## config.mk

```make
export PLATFORM = sky130hd
export DESIGN_NAME = layer_sequencer
export DESIGN_NICKNAME = d
export VERILOG_FILES = /design/src/rtl/nn_pkg.sv /design/src/rtl/fixed_requantize.sv /design/src/rtl/layer_sequencer.sv
export SDC_FILE = /design/constraint.sdc
export NUM_CORES = 1
export LEC_CHECK = 0
export CORE_UTILIZATION = 45
export DETAILED_ROUTE_END_ITERATION = 8
export PLACE_DENSITY = 0.86
export SYNTH_ARGS = -nofsm -noshare
export SYNTH_HDL_FRONTEND = slang
export SYNTH_SLANG_ARGS = --single-unit
```

## constraint.sdc

```tcl
create_clock -name clk -period 6 [get_ports clk]
set_clock_uncertainty 0.05 [all_clocks]
set_input_delay 1.2 -clock clk [delete_from_list [all_inputs] [get_ports clk]]
set_output_delay 1.2 -clock clk [all_outputs]
set_load 0.005 [all_outputs]
```

## src/rtl/nn_pkg.sv

```systemverilog
// rtl/nn_pkg.sv - shared FSM encoding and fixed-point helpers for the layer sequencer
package nn_pkg;

  typedef enum logic [2:0] {
    ST_IDLE    = 3'd0,
    ST_FETCH   = 3'd1,
    ST_START   = 3'd2,
    ST_ARM     = 3'd3,
    ST_WAIT    = 3'd4,
    ST_CAPTURE = 3'd5,
    ST_DONE    = 3'd6
  } state_t;

  function automatic int clog2(input int value);
    int r;
    r = 0;
    for (int i = 0; i < 31; i++) begin
      if ((1 << i) < value) r = i + 1;
    end
    return r;
  endfunction

  // Left shift into the wider format, clamping to the all-ones code of out_width.
  function automatic logic [31:0] fixed_convert(input logic [31:0] value, input int shift,
                                                input int out_width);
    logic [63:0] w_shifted;
    logic [63:0] w_max;
    w_shifted = {32'd0, value} << shift;
    w_max     = (64'd1 << out_width) - 64'd1;
    if (w_shifted > w_max) return w_max[31:0];
    return w_shifted[31:0];
  endfunction

endpackage

```

## src/rtl/fixed_requantize.sv

```systemverilog
// rtl/fixed_requantize.sv - masked, shifted, saturating lane converter from neuron outputs to layer inputs
module fixed_requantize
  import nn_pkg::*;
#(
  parameter int NUM_NEURON     = 6,
  parameter int NUM_INPUTS     = 5,
  parameter int INPUT_SIZE     = 9,
  parameter int INPUT_FRACTION = 8,
  parameter int OUTPUT_SIZE    = 10,
  parameter int FRACTION_BITS  = 6
) (
  input  logic [NUM_NEURON*OUTPUT_SIZE-1:0] i_values,
  input  logic [NUM_NEURON-1:0]             i_mask,
  output logic [NUM_INPUTS*INPUT_SIZE-1:0]  o_data
);

  localparam int SHIFT = INPUT_FRACTION - FRACTION_BITS;

  for (genvar i = 0; i < NUM_INPUTS; i++) begin : g_lane
    if (i < NUM_NEURON) begin : g_map
      logic [31:0] w_conv;
      logic        w_unused_hi;
      assign w_conv      = fixed_convert(32'(i_values[i*OUTPUT_SIZE +: OUTPUT_SIZE]), SHIFT, INPUT_SIZE);
      assign w_unused_hi = ^w_conv[31:INPUT_SIZE];
      assign o_data[i*INPUT_SIZE +: INPUT_SIZE] = i_mask[i] ? w_conv[INPUT_SIZE-1:0] : '0;
    end else begin : g_zero
      assign o_data[i*INPUT_SIZE +: INPUT_SIZE] = '0;
    end
  end

  // Neurons beyond the input slots have nowhere to go in the next pass.
  for (genvar j = NUM_INPUTS; j < NUM_NEURON; j++) begin : g_drop
    logic w_unused_drop;
    assign w_unused_drop = ^{i_values[j*OUTPUT_SIZE +: OUTPUT_SIZE], i_mask[j]};
  end

endmodule

```

## src/rtl/layer_sequencer.sv

```systemverilog
// rtl/layer_sequencer.sv - runs one multiplexed layer through NUM_LAYERS passes per sample
module layer_sequencer
  import nn_pkg::*;
#(
  parameter int NUM_LAYERS     = 3,
  parameter int NUM_NEURON     = 6,
  parameter int NUM_INPUTS     = 5,
  parameter int INPUT_SIZE     = 9,
  parameter int INPUT_FRACTION = 8,
  parameter int OUTPUT_SIZE    = 10,
  parameter int FRACTION_BITS  = 6,
  parameter int TIMEOUT        = 1024,
  localparam int ADDR_W        = (clog2(NUM_LAYERS) > 0) ? clog2(NUM_LAYERS) : 1
) (
  input  logic                              clk,
  input  logic                              rst,
  input  logic                              in_valid,
  output logic                              in_ready,
  input  logic [NUM_INPUTS*INPUT_SIZE-1:0]  in_data,
  input  logic [NUM_LAYERS*NUM_NEURON-1:0]  layer_active,
  output logic [ADDR_W-1:0]                 rom_addr,
  output logic                              layer_start,
  output logic [NUM_NEURON-1:0]             layer_active_o,
  output logic [NUM_INPUTS*INPUT_SIZE-1:0]  layer_inputs,
  input  logic [NUM_NEURON*OUTPUT_SIZE-1:0] layer_values,
  input  logic [NUM_NEURON-1:0]             layer_valid,
  output logic                              out_valid,
  input  logic                              out_ready,
  output logic [NUM_NEURON*OUTPUT_SIZE-1:0] out_data,
  output logic                              error
);

  localparam int WD_W = (clog2(TIMEOUT) > 0) ? clog2(TIMEOUT) : 1;
  localparam logic [WD_W-1:0]   WD_LAST   = WD_W'(TIMEOUT - 1);
  localparam logic [ADDR_W-1:0] PASS_LAST = ADDR_W'(NUM_LAYERS - 1);

  state_t                          r_state;
  logic [ADDR_W-1:0]               r_pass;
  logic [WD_W-1:0]                 r_wdog;
  logic [NUM_NEURON-1:0]           r_mask;

  logic                            w_done;
  logic [ADDR_W-1:0]               w_pass_nxt;
  logic [NUM_NEURON-1:0]           w_mask_nxt;
  logic [NUM_INPUTS*INPUT_SIZE-1:0] w_next_inputs;

  assign rom_addr       = r_pass;
  assign layer_active_o = r_mask;

  // Masked-off neurons count as already valid.
  assign w_done     = &(layer_valid | ~r_mask);
  assign w_pass_nxt = r_pass + 1'b1;
  assign w_mask_nxt = layer_active[32'(w_pass_nxt)*NUM_NEURON +: NUM_NEURON];

  fixed_requantize #(
    .NUM_NEURON    (NUM_NEURON),
    .NUM_INPUTS    (NUM_INPUTS),
    .INPUT_SIZE    (INPUT_SIZE),
    .INPUT_FRACTION(INPUT_FRACTION),
    .OUTPUT_SIZE   (OUTPUT_SIZE),
    .FRACTION_BITS (FRACTION_BITS)
  ) u_requant (
    .i_values(layer_values),
    .i_mask  (r_mask),
    .o_data  (w_next_inputs)
  );

  always_ff @(posedge clk) begin
    if (rst) begin
      r_state      <= ST_IDLE;
      r_pass       <= '0;
      r_wdog       <= '0;
      r_mask       <= '0;
      in_ready     <= 1'b1;
      layer_start  <= 1'b0;
      layer_inputs <= '0;
      out_valid    <= 1'b0;
      out_data     <= '0;
      error        <= 1'b0;
    end else begin
      layer_start <= 1'b0;
      case (r_state)
        ST_IDLE: begin
          if (in_valid) begin
            layer_inputs <= in_data;
            r_pass       <= '0;
            r_mask       <= layer_active[NUM_NEURON-1:0];
            in_ready     <= 1'b0;
            r_state      <= ST_FETCH;
          end
        end
        ST_FETCH: begin
          layer_start <= 1'b1;
          r_state     <= ST_START;
        end
        ST_START: r_state <= ST_ARM;
        // Valids left over from the previous pass may still be high here.
        ST_ARM: begin
          r_wdog  <= '0;
          r_state <= ST_WAIT;
        end
        ST_WAIT: begin
          if (w_done) begin
            r_state <= ST_CAPTURE;
          end else if (r_wdog == WD_LAST) begin
            error    <= 1'b1;
            in_ready <= 1'b1;
            r_state  <= ST_IDLE;
          end else begin
            r_wdog <= r_wdog + 1'b1;
          end
        end
        ST_CAPTURE: begin
          if (r_pass != PASS_LAST) begin
            layer_inputs <= w_next_inputs;
            r_pass       <= w_pass_nxt;
            r_mask       <= w_mask_nxt;
            r_state      <= ST_FETCH;
          end else begin
            out_data  <= layer_values;
            out_valid <= 1'b1;
            r_state   <= ST_DONE;
          end
        end
        ST_DONE: begin
          if (out_ready) begin
            out_valid <= 1'b0;
            in_ready  <= 1'b1;
            r_state   <= ST_IDLE;
          end
        end
        default: begin
          out_valid <= 1'b0;
          in_ready  <= 1'b1;
          r_state   <= ST_IDLE;
        end
      endcase
    end
  end

endmodule
```

==> metrics.txt, run 1 <==
CTS max path bufs 2; critical path depth in cells 6; Max Slew Vio Count 0; GRT Residual Overflow 0; sequential-to-total area share from yosys stat 47.1%; Core Area 12000 um^2; Die W 113 um; post-DP HPWL 12200 um; # rows 40; H-tree depth 4; GRT met3 Usage 9.75%; Worst-Margin Slew 1.09 ns; post-synth net total 884; Reg2Reg Depth 7; hold path cells 2; EDFF count, synth 0; most frequent cells in the layout 248 x clkdlybuf4s50_1, 162 x a21oi_1, 160 x nand2_1; max incr delay on CP 0.87 ns; Num CTS Buffers 17; YS warnings 0; I/O Pins 250; area of the die 12700 um^2; worst r2r src rom_addr[0]; RSZ-0062 raised after global routing no; CP Class in2reg; post-CTS setup buffer count 0; flop2flop setup slack 2.93 ns; Total GRT Usage 28.3%; layout cells sized above 1 4.60%; WP buf/inv 2; Yosys cell types 39; final hold violation count 0; final setup fails 0; Hold Startpoint out_data[59]; Die H 113 um; slew margin rel. 27.0%; Post-Synthesis Mean Instance Area 7.37 um^2; WHS Endpoint out_data[59]; Max Fclk 279 MHz; worst min path class reg2reg; final RePlAce weighted congestion 0.834; Mapped Area 5520 um^2; crit path launch type input pin; M2 GR Usage 47.5%; Worst EP required 6.29 ns; slowest cell on the critical path a21oi_4; cts hold-fix bufs 0; synthesis-stage register bit count 130; vias 5960; Cells after Synth 749; crit path max fanout 49; worst skew pair latency 0.42 ns; antenna violations before repair 0; number of buffers added on ports 249; pwr dens 347 nW/um^2; period utilisation layout 59.7%; top_reg_cell synth dfxtp_1; Total Wirelength 17800 um; CP Capture Type register; CTS tree done; DR vias/cell 5.30; most common cell after layout, fill and taps aside clkdlybuf4s50_1; ys async rst share 0%; Root Driver clkbuf_16; VDD IR-drop max 0.221 mV; diode count 0; Area growth syn-to-layout 57.4%; worst-path cell chain clkdlybuf4s50_1, or3b_1, a21oi_4, buf_4, o21ai_0, a21oi_1; setup tns final 0 ns; vias in the first global route 5695; # nets final 1101; delay-heaviest family, CP compound AO/OA/AOI/OAI gates; DRT iter0 DRCs 352; DRT antenna net count 0; crit path DAT 3.87 ns; GRT met1 Usage 32.8%; CTS Sinks 130; CTS resizes 0; gr busiest metal met2; fin cells 1125; placed insts 1094; status completed; Residual DRC 0; minimum clock period 3.58 ns; leakage power 3.17 nW; Reg clk slew, reported paths 0.05 ns; Fillers 945; initial core utilization 46.0%; R2R Path End layer_inputs[5]; routed len/inst 15.9 um; max_cap viols 0; drt first pass iters 5; first-pass GRT wire length 28100 um; largest net degree at the start of global routing 72
## where the power goes
| group | switching, W | internal, W |
|---|---|---|
| logic | 0.000371 | 0.000399 |
| clock network | 0.000382 | 0.000765 |
| registers | 0.000104 | 0.000993 |
## synthesized netlist by cell type, types with 2 or more instances
| cell | number | share of area (%) |
|---|---|---|
| a2111oi_4 | 2 | 1.0 |
| a21o_1 | 2 | 0.27 |
| a21oi_1 | 163 | 15 |
| a221oi_1 | 6 | 0.95 |
| a31oi_1 | 5 | 0.57 |
| and3_1 | 7 | 0.79 |
| buf_1 | 7 | 0.48 |
| buf_2 | 4 | 0.36 |
| clkbuf_1 | 46 | 3.1 |
| dfxtp_1 | 130 | 47 |
| ha_1 | 2 | 0.45 |
| inv_1 | 7 | 0.48 |
| nand2_1 | 161 | 11 |
| nand3_1 | 5 | 0.45 |
| nand3b_1 | 2 | 0.27 |
| nand4_1 | 5 | 0.57 |
| nor2_1 | 86 | 5.8 |
| nor2b_1 | 5 | 0.57 |
| nor3_1 | 8 | 0.72 |
| nor3b_1 | 2 | 0.27 |
| o21ai_0 | 63 | 5.7 |
| o22ai_1 | 2 | 0.23 |
| or3_1 | 11 | 1.2 |
| xnor2_1 | 3 | 0.48 |
## layer usage
layer	wire (um)	share of wire, %	vias to the layer above
met1	7390	41	2704
met2	8610	48	224
met5	0	0	-
met3	1320	7.4	39
met4	518	2.9	0
li1	-	-	2993
## metrics by stage
stage	cell area, um^2	power [W]	setup WS, ns	util, %	hold slack, ns
2_1_floorplan	5520	0.00143	3.48	-	0.403
3_3_place_gp	8040	0.00185	2.17	66.9	0.391
3_5_place_dp	8040	0.00187	2.08	66.9	0.396
4_1_cts	8690	0.00302	2.45	72.4	0.403
5_1_grt	8690	0.00314	2.26	72.4	0.416
6_report	8690	0.00301	2.42	72.4	0.400
## cell type report
type / count / area (um^2) / share of cell area [%]
clock buffers: 21 / 470 / 5.41
repair buffers: 255 / 2530 / 29.1
clock inverters: 10 / 180 / 2.07
flip-flops and latches: 130 / 2600 / 29.9
multi-input cells: 555 / 2700 / 31.0
inverters: 7 / 26.3 / 0.302
well taps: 147 / 184 / 2.12
## cell families (layout without fill, tap and decap cells)
family / count (synthesis) / after routing / share of synthesized area [%]
AO/OA/AOI/OAI: 251 / 251 / 24.8
AND/OR/NAND/NOR: 299 / 299 / 22.7
flip-flops: 130 / 130 / 47.1
buffers and inverters: 64 / 293 / 4.44
XOR/XNOR: 3 / 3 / 0.476
adder cells (fa/ha/maj): 2 / 2 / 0.453
## flip-flops by register name (all words and copies together), names as in the netlist
signal and flops:
layer_active_o 6, layer_inputs 45, error 1, out_data 60, r_state 3, in_ready 1, layer_start 1, r_wdog 10
out_valid 1, rom_addr 2
## worst register-to-register path: stages (launching register included)
cell and delay, ns:
dfxtp_1 0.55, inv_1 0.09, ha_1 0.27, nand3b_1 0.24, a21oi_4 0.90, buf_4 0.51, o21ai_0 0.18, a21oi_1 0.19
## how the worst max path moves through the flow
stage / to / from / slack, ns
finish: layer_inputs[5] / in_valid / 2.42
global route: layer_inputs[5] / in_valid / 2.26
CTS: layer_inputs[5] / in_valid / 2.45
detailed placement: layer_inputs[15] / in_valid / 2.08
global placement: layer_inputs[16] / in_valid / 2.17
floorplan: layer_inputs[2] / in_valid / 3.48
Power figures use the tool's default switching activity.
==> run 2: changes to the inputs <==
CORE_UTILIZATION = 42   (was 45)
PLACE_DENSITY = 0.81   (was 0.86)
clock period = 3.3 ns   (was 6 ns; I/O delays follow)
==> metrics.txt, run 2 (same netlist as run 1, synthesis figures left out) <==
leakage power 3.15 nW; Fillers 1126; largest net degree at the start of global routing 61; # nets final 1104; DR vias/cell 5.22; final hold violation count 0; final core occ 68.0%; vias in the first global route 5557; Num CTS Buffers 17; minimum clock period 2.32 ns; total power 0.00513 W; Core Area 12700 um^2; WP buf/inv 1; H-tree depth 4; CP Class reg2out; Largest regs out_data: 60 flops, layer_inputs: 45 flops, r_wdog: 10 flops; final RePlAce weighted congestion 0.843; area of the die 13600 um^2; Worst EP required 2.59 ns; I/O Pins 250; fin cells 1152; Area growth syn-to-layout 56.7%; slowest cell on the critical path clkdlybuf4s50_1; CTS max path bufs 2; setup tns final 0 ns; worst-path cell chain clkdlybuf4s50_1; CTS resizes 0; Total Wirelength 17900 um; placed insts 1122; antenna violations before repair 0; Storage cell area 2600 um^2; routed len/inst 15.6 um; initial core utilization 43.4%; period utilisation layout 70.4%; Reg with most FFs out_data; Max Slew Vio Count 0; Total GRT Usage 26.8%; area of the multi-input gates 2700 um^2; final setup fails 0; post-DP HPWL 12400 um; status completed; GRT Residual Overflow 0; slew margin rel. 55.9%; Reg clk slew, reported paths 0.05 ns; VDD IR-drop max 0.401 mV; max incr delay on CP 0.63 ns; number of buffers added on ports 249; diode count 0; CP Capture Type primary output; Root Driver clkbuf_16; Residual DRC 0; first-pass GRT wire length 28000 um; vias 6018; # rows 41; post-CTS setup buffer count 0; pwr dens 593 nW/um^2; DRT iter0 DRCs 318; drt first pass iters 5; max_cap viols 0; RSZ-0062 raised after global routing no; delay-heaviest family, CP buffers and inverters; CTS Sinks 130; most frequent cells in the layout 248 x clkdlybuf4s50_1, 162 x a21oi_1, 160 x nand2_1; crit path max fanout 11; Fin Hold WS 0.401 ns; crit path launch type register; Die H 117 um; Worst-Margin Slew 0.662 ns; worst min path class reg2reg; layout cells sized above 1 4.59%; worst skew pair latency 0.41 ns; DRT antenna net count 0; CTS tree done; Die W 117 um; max reg flops 60; crit path DAT 1.61 ns; Max Fclk 430 MHz; cts hold-fix bufs 0; most common cell after layout, fill and taps aside clkdlybuf4s50_1
## run 2: metrics by stage
step	area, um^2	setup slack (ns)
6_report	8650	0.976
2_1_floorplan	5520	1.29
3_5_place_dp	8110	0.635
5_1_grt	8650	0.752
4_1_cts	8650	0.967
3_3_place_gp	8110	0.673
## run 2: worst paths after layout
check,slack (ns),endpoint,cells past startpoint,start
setup / recovery,0.98,rom_addr[0],1,rom_addr[0]
hold reg to reg,0.40,out_data[56],2,out_data[56]
hold / removal,0.40,out_data[56],2,out_data[56]
setup reg to reg,1.03,layer_inputs[27],8,rom_addr[0]
## run 2: area by class of cell
| cell class | instances | area share (%) |
|---|---|---|
| Multi-Input combinational cell | 555 | 31.2 |
| Sequential cell | 130 | 30.1 |
| Timing Repair Buffer | 258 | 29.7 |
| Clock buffer | 24 | 5.68 |
| Tap cell | 172 | 2.49 |
| Clock inverter | 6 | 0.636 |
| Inverter | 7 | 0.304 |
## run 2: worst min-delay path, stage by stage, from the launching register on
cell,delay (ns)
dfxtp_1,0.30
nand2_1,0.05
a21oi_1,0.05
## run 2: power breakdown
part / internal [W] / total, W / switching [W]
clock: 0.00110 / 0.00175 / 0.000652
combinational: 0.000736 / 0.00139 / 0.000655
sequential: 0.00181 / 0.00199 / 0.000185
## run 2: routing by layer
layer / global-route usage [%] / up-vias / part of all wire, %
met2: 44.2 / 231 / 48
met1: 32.4 / 2759 / 41
met4: 10.9 / 0 / 2.5
met3: 8.25 / 33 / 8.2
li1: - / 2995 / -
met5: 0 / - / 0
